**src/rtl/mux8_rr_sched.sv**
```systemverilog
// ============================================================================
// mux8_rr_sched : round-robin scheduler driving a shared 8:1 mux select
// Revision      : 1.0
// ============================================================================
`default_nettype none

module mux8_rr_sched #(
   parameter int HOLD_W = 4
) (
   input  logic              clk,
   input  logic              rst_n,
   input  logic              en,
   input  logic [7:0]        req,
   input  logic [HOLD_W-1:0] hold_len,
   output logic [7:0]        gnt,
   output logic [2:0]        sel,
   output logic              sel_valid,
   output logic              grant_start
);

   typedef enum logic [0:0] {
      IDLE  = 1'b0,
      GRANT = 1'b1
   } state_t;

   state_t            state, state_d;
   logic [2:0]        ptr, ptr_d, sel_d, base, win, idx;
   logic [HOLD_W-1:0] cnt, cnt_d, limit, limit_d;
   logic [7:0]        gnt_d, cand;
   logic              found, release_now, grant_start_d;

   // Search base is the post-release pointer while granted, so a release and
   // the following re-arbitration happen in the same edge.
   assign base = (state == GRANT) ? (sel + 3'd1) : ptr;
   assign cand = en ? req : 8'h00;

   always_comb begin
      found = 1'b0;
      win   = 3'd0;
      idx   = 3'd0;
      for (int k = 7; k >= 0; k--) begin
         idx = base + 3'(k);
         if (cand[idx]) begin
            found = 1'b1;
            win   = idx;
         end
      end
   end

   assign release_now = (state == GRANT) && (!req[sel] || (cnt == limit) || !en);

   always_comb begin
      state_d       = state;
      ptr_d         = ptr;
      cnt_d         = cnt;
      limit_d       = limit;
      gnt_d         = gnt;
      sel_d         = sel;
      grant_start_d = 1'b0;

      if (state == GRANT && !release_now) begin
         cnt_d = cnt + 1'b1;
      end

      if (release_now) begin
         ptr_d = sel + 3'd1;
      end

      if ((state == IDLE || release_now) && found) begin
         state_d       = GRANT;
         gnt_d         = 8'h01 << win;
         sel_d         = win;
         grant_start_d = 1'b1;
         cnt_d         = HOLD_W'(1);
         limit_d       = (hold_len == '0) ? HOLD_W'(1) : hold_len;
      end else if (release_now) begin
         state_d = IDLE;
         gnt_d   = 8'h00;
      end
   end

   always_ff @(posedge clk or negedge rst_n) begin
      if (!rst_n) begin
         state       <= IDLE;
         ptr         <= 3'd0;
         cnt         <= '0;
         limit       <= '0;
         gnt         <= 8'h00;
         sel         <= 3'd0;
         grant_start <= 1'b0;
      end else begin
         state       <= state_d;
         ptr         <= ptr_d;
         cnt         <= cnt_d;
         limit       <= limit_d;
         gnt         <= gnt_d;
         sel         <= sel_d;
         grant_start <= grant_start_d;
      end
   end

   assign sel_valid = |gnt;

endmodule

`default_nettype wire

```
**config.mk**
```make
export PLATFORM = sky130hd
export DESIGN_NAME = mux8_rr_sched
export DESIGN_NICKNAME = d
export VERILOG_FILES = /design/src/rtl/mux8_rr_sched.sv
export SDC_FILE = /design/constraint.sdc
export NUM_CORES = 1
export LEC_CHECK = 0
export ABC_CLOCK_PERIOD_IN_PS = 5600
export CAP_MARGIN = 10
export CORE_UTILIZATION = 60
export CTS_BUF_LIST = sky130_fd_sc_hd__clkbuf_8
export CTS_CLUSTER_DIAMETER = 120
export DETAILED_ROUTE_END_ITERATION = 12
export GPL_ROUTABILITY_DRIVEN = 0
export GPL_TIMING_DRIVEN = 0
export PLACE_DENSITY = 0.95
export SYNTH_ARGS = -nofsm -noshare
export SYNTH_HDL_FRONTEND = slang
export SYNTH_SLANG_ARGS = --single-unit
```
**constraint.sdc**
```tcl
create_clock -name clk -period 5.6 [get_ports clk]
set_clock_uncertainty 0.15 [all_clocks]
set_input_delay 1.12 -clock clk [delete_from_list [all_inputs] [get_ports clk]]
set_output_delay 1.12 -clock clk [all_outputs]
set_load 0.1 [all_outputs]
```
## After elaboration in Yosys (flattened, before gate mapping)

Index checks and enable logic that the tools add are counted.

| word-level totals | value |
|---|---|
| flip-flop bits (word level) | 24 |
| output and inout bits | 13 |

| cells by class | value |
|---|---|
| $add $sub $neg | 9 |
| $lt $le $gt $ge | 9 |
| equality and inequality tests | 1 |
| shift operators | 1 |
| muxes and demuxes | 44 |
| bitwise operators | 1 |
| reductions and logical operators | 13 |

Operators with widths:

| cell | number |
|---|---|
| 3-bit by 4-bit < comparator with 1-bit output (second input constant) | 9 |
| 1-bit binary-select mux with 3-bit select | 9 |
| 3-bit 2-to-1 mux | 9 |
| 8-bit 2-to-1 mux | 3 |
| 1-bit 2-to-1 mux | 20 |
| 3-bit adder (second input constant) | 4 |
| 4-bit 2-to-1 mux | 3 |
| 8-bit OR reduction | 1 |
| 1-bit by 3-bit << shifter with 8-bit output (first input constant) | 1 |
| 3-bit by 1-bit adder with 3-bit output (second input constant) | 2 |
| 3-bit by 2-bit adder with 3-bit output (second input constant) | 2 |
| 4-bit by 1-bit adder with 4-bit output (second input constant) | 1 |
| 4-bit == test | 1 |
| 4-bit logical NOT | 1 |
| 2-bit nonzero test | 2 |
| 1-bit logical AND | 3 |
| 1-bit logical NOT | 3 |
| 1-bit logical OR | 3 |
| 1-bit inverter | 1 |

## Depth between registers and ports, before layout

| logic depth | value |
|---|---|
| word-level depth | 15 |
| depth in mapped cells | 15 |
| gate-level depth less buffers | 13 |

## Worst setup path before layout

OpenSTA, ideal clock, no wires.

| timing | value |
|---|---|
| path type | reg2reg |
| start | register sel[0] |
| end | register gnt[1] |
| setup time | 0.123 ns |
| arrival | 3.906 ns |
| required time | 5.327 ns |
| path slack | 1.421 ns |
| stages on the path, launching flop included | 13 |
| path buffers | 2 |
| cell sequence | dfrtp_1 ha_1 mux2_2 clkbuf_1 ha_1 clkbuf_1 o21ai_0 o211ai_1 mux2_2 a211oi_1 o32a_1 and2_4 a32o_1 |

| on the way | value |
|---|---|
| longest elaborated chain between the ends | 15 |

Ends and longest elaborated chain:

| item | RTL line | RTL |
|---|---|---|
| start, declared | 16 | `output logic [2:0] sel,` |
| start signal, assigned | 97 | `sel <= sel_d;` |
| 3-bit by 1-bit adder with 3-bit output | 34 | `assign base = (state == GRANT) ? (sel + 3'd1) : ptr;` |
| 3-bit 2-to-1 mux | 34 |  |
| 3-bit adder | 42 | `idx = base + 3'(k);` |
| 1-bit binary-select mux with 3-bit select | 43 | `if (cand[idx]) begin` |
| 1-bit 2-to-1 mux (implied by the code) | 43 |  |
| 3-bit 2-to-1 mux or 1-bit 2-to-1 mux (tied branches) (8 in a row) | 43 |  |
| 1-bit by 3-bit << shifter with 8-bit output or 1-bit logical AND (tied branches) | 71, 69 |  |
| 8-bit 2-to-1 mux or 2-bit nonzero test (tied branches) | n/a |  |
| end signal, assigned | 96 | `gnt <= gnt_d;` |
| end, declared | 15 | `output logic [7:0] gnt,` |

Several ways; a longest one is shown, not always the timed one. The select of a mux whose other input is x is not followed.
A chain may end at the register's enable or synchronous reset.

## Worst setup path in the final report

| timing | value |
|---|---|
| start | register sel[0] |
| end | register cnt[0] |

| on the way | value |
|---|---|
| longest elaborated chain between the ends | 15 |

Ends and longest elaborated chain:

| item | RTL line | RTL |
|---|---|---|
| 3-bit by 1-bit adder with 3-bit output | 34 |  |
| 3-bit 2-to-1 mux | 34 |  |
| 3-bit adder | 42 |  |
| 1-bit binary-select mux with 3-bit select | 43 |  |
| 1-bit 2-to-1 mux (implied by the code) | 43 |  |
| 1-bit 2-to-1 mux (8 in a row) | 43 |  |
| 1-bit logical AND | 69 | `if ((state == IDLE \|\| release_now) && found) begin` |
| 4-bit 2-to-1 mux or 2-bit nonzero test (tied branches) | n/a |  |
| end signal, assigned | 94 | `cnt <= cnt_d;` |
| end, declared | 28 | `logic [HOLD_W-1:0] cnt, cnt_d, limit, limit_d;` |

Several ways; a longest one is shown, not always the timed one. The select of a mux whose other input is x is not followed.

==> key figures <==
Yosys
  • Largest area contributor in the netlist: dfrtp_1
  • Post-Synth Adder-Cell Area: 2.26%
  • Synth Net Count: 271
  • Top cell type's share of synthesized area: 27.1%
  • Most instantiated cells after synthesis: dfrtp_1 (24), nand2_1 (21), o21ai_0 (20), nor2_1 (15), inv_1 (14)
  • Synth Area in Simple Gates: 17.6%
  • Yosys warning total: 0
  • Post-synthesis mux area share: between 10% and 20%
  • Sequential-to-total area share from yosys stat: between 20% and 30%
  • Largest family of logic cells by synthesized area: compound AO/OA/AOI/OAI gates
  • #FFs+latches synth: 24
  • Mapped cell area: between 2000 and 2500 sq um
  • Post-synth EDFFs: 0
  • Compound-Gate Fraction of Synth Area: 30.1%
  • Most frequent cell after synthesis: dfrtp_1
  • Syn avg cell area: 8.78 sq um
  • Cell count after synthesis: about 250
  • Most used DFF post-synth: dfrtp_1
  • Post-synth ARST share: 100%
  • Synth area leaders: dfrtp_1 (27%), mux4_2 (5.1%), o21ai_0 (4.5%), mux2_2 (4.1%), a32o_1 (3.6%)
  • Number of library cell types mapped by synthesis: 59
  • XOR/XNOR Fraction of Synth Area: 2.38%

Hold path
  • Worst hold-check path type: flip-flop to flip-flop

Run status
  • Status: complete, no violations

Finish
  • Fraction of layout cells with a size suffix above 1: 13.8%
  • Number of diodes: 0
  • Final instance area: 2600 sq um
  • Synthesis-to-finish area growth: 17.6%
  • Fin nets: between 300 and 400

Worst setup path
  • Crit path to: cnt[0]
  • Startpoint types: flip-flop
  • Req. time, crit path: 5620 ps
  • Flop2flop setup slack: 1170 ps
  • Crit. End Element: flip-flop
  • Reg2Reg Depth: 12
  • Worst r2r src: sel[0]
  • CP Max Fanout: 10
  • R2R Path End: cnt[0]
  • Crit path from: sel[0]
  • Crit Path Category: flip-flop to flip-flop
  • Worst path arrival time: 4450 ps

CTS
  • CTS resizes: 0
  • Clk root buf: clkbuf_8
  • CTS sink cnt: 24
  • Clock transition at path regs: 90 ps
  • Total CTS buffers: 3
  • CTS Hold Bufs: 0
  • Insertion delay to the later sink of the worst-skew pair: 280 ps
  • # Post-CTS Setup Buffers: 0
  • Clock Path Buffers: 2
  • H-tree lvl count: 1
  • CTS tree: built

STA
  • Final setup vio count: 0
  • Max-slew violation count: 0
  • Hold Slack: 368 ps
  • Worst-Margin Slew: 1050 ps
  • Setup_tns: 0 ps
  • Fmax: 226 MHz
  • RSZ-0062 raised after global routing: no
  • Slew HR: 29.9%
  • Fin crit share: 79.1%
  • Tmin final: approximately 4400 ps
  • Final hold vios: 0

Placed design
  • Dpl hpwl: roughly 4500 microns
  • IO Port Bufs: 26
  • Post-Place Cell Area: 2530 sq um

Route
  • Routed len/inst: 19.2 microns
  • Met1 WL: 2420 microns
  • Post-route ant nets: 0
  • DRC: 0
  • Max Used Layer: met4
  • Met2 routed WL: roughly 3000 microns
  • Drt first pass iters: 5
  • DRT iter0 DRCs: 221
  • WL met3: 618 microns
  • Average vias per placed instance: 7.09
  • DRT Wirelength: 6300 microns
  • DR vias: 2327

Die
  • DIE HEIGHT: 62.7 microns
  • Cell Rows: 21
  • Starting Density: between 60 and 70%
  • I/O Pins: 28
  • Die area: 3930 sq um
  • Core Area: 3440 sq um
  • Die W: 62.7 microns

Global routing
  • Number of global-route vias before repair: about 2300
  • First-pass GRT wire length: 10500 microns
  • Total track usage: 34.1%
  • Gr ovfl total: 0
  • Antenna violations before repair: 0
  • Largest net degree at the start of global routing: 25

Job
  • MaxCap Viol Count: 0
## cells by family (layout without fill, tap and decap cells)
logic type               Yosys count  count (layout)
AO/OA/AOI/OAI                     91              91
AND/OR/NAND/NOR                   76              76
buffers and inverters             31              61
flip-flops                        24              24
multiplexers                      20              20
XOR/XNOR                           6               6
adder cells (fa/ha/maj)            4               4
## state kept, by name (all words and copies together) (netlist names)
| name | flops |
|---|---|
| sel | 3 |
| gnt | 8 |
| grant_start | 1 |
| state | 1 |
| ptr | 3 |
| limit | 4 |
| cnt | 4 |
## worst max-delay path: stages, from the launching register on
cell and delay, ps:
dfrtp_1 500, ha_1 360, mux2_2 350, clkbuf_1 260
ha_1 430, clkbuf_1 420, o21ai_0 170, o211ai_1 420
mux2_2 300, o2111ai_1 260, a21oi_1 330, inv_1 110
mux2_2 270
## cell usage in the layout, fill, tap and decap left out, types with 8 or more instances in the layout
cell / n
nand2_1: 21
inv_1: 14
a32o_1: 8
a21oi_1: 11
mux2_2: 8
clkdlybuf4s50_1: 26
nand3_1: 8
o21ai_0: 20
dfrtp_1: 24
nor2_1: 15
## layer usage
metal,vias up,GRT usage (%)
li1,1020,-
met3,39,8.21
met4,0,17.2
met1,1091,41.5
met2,177,56.1
met5,-,0
## worst min-delay path by stage
| stage | startpoint | end | slack (ps) | cells after the start |
|---|---|---|---|---|
| 6_report | limit[3] | limit[3] | 370 | 1 |
| 5_1_grt | ptr[1] | ptr[1] | 400 | 1 |
| 4_1_cts | limit[3] | limit[3] | 370 | 1 |
| 3_5_place_dp | limit[3] | limit[3] | 350 | 1 |
| 3_3_place_gp | ptr[0] | ptr[0] | 330 | 2 |
| 2_1_floorplan | ptr[0] | ptr[0] | 310 | 2 |
## per-stage QoR
step | std cells | util (%) | setup WS, ps
after floorplan | 252 | - | 1420
after global placement | 324 | 73.5 | 1470
after detailed placement | 324 | 73.5 | 1410
after CTS | 328 | 75.6 | 1330
after global routing | 328 | 75.6 | 1030
final | 328 | 75.6 | 1170
## cell type report
cell class,instances,area [sq um]
multi-input cells,197,1470
fillers,237,841
flip-flops and latches,24,601
repair buffers,26,260
plain buffers,16,87.6
well taps,46,57.6
inverters,15,56.3
clock buffers,3,41.3
clock inverters,1,30.0
Power is left out: the tool's default activity adds up to more than one toggle a clock period on the data nets, which glitch-free logic cannot reach.
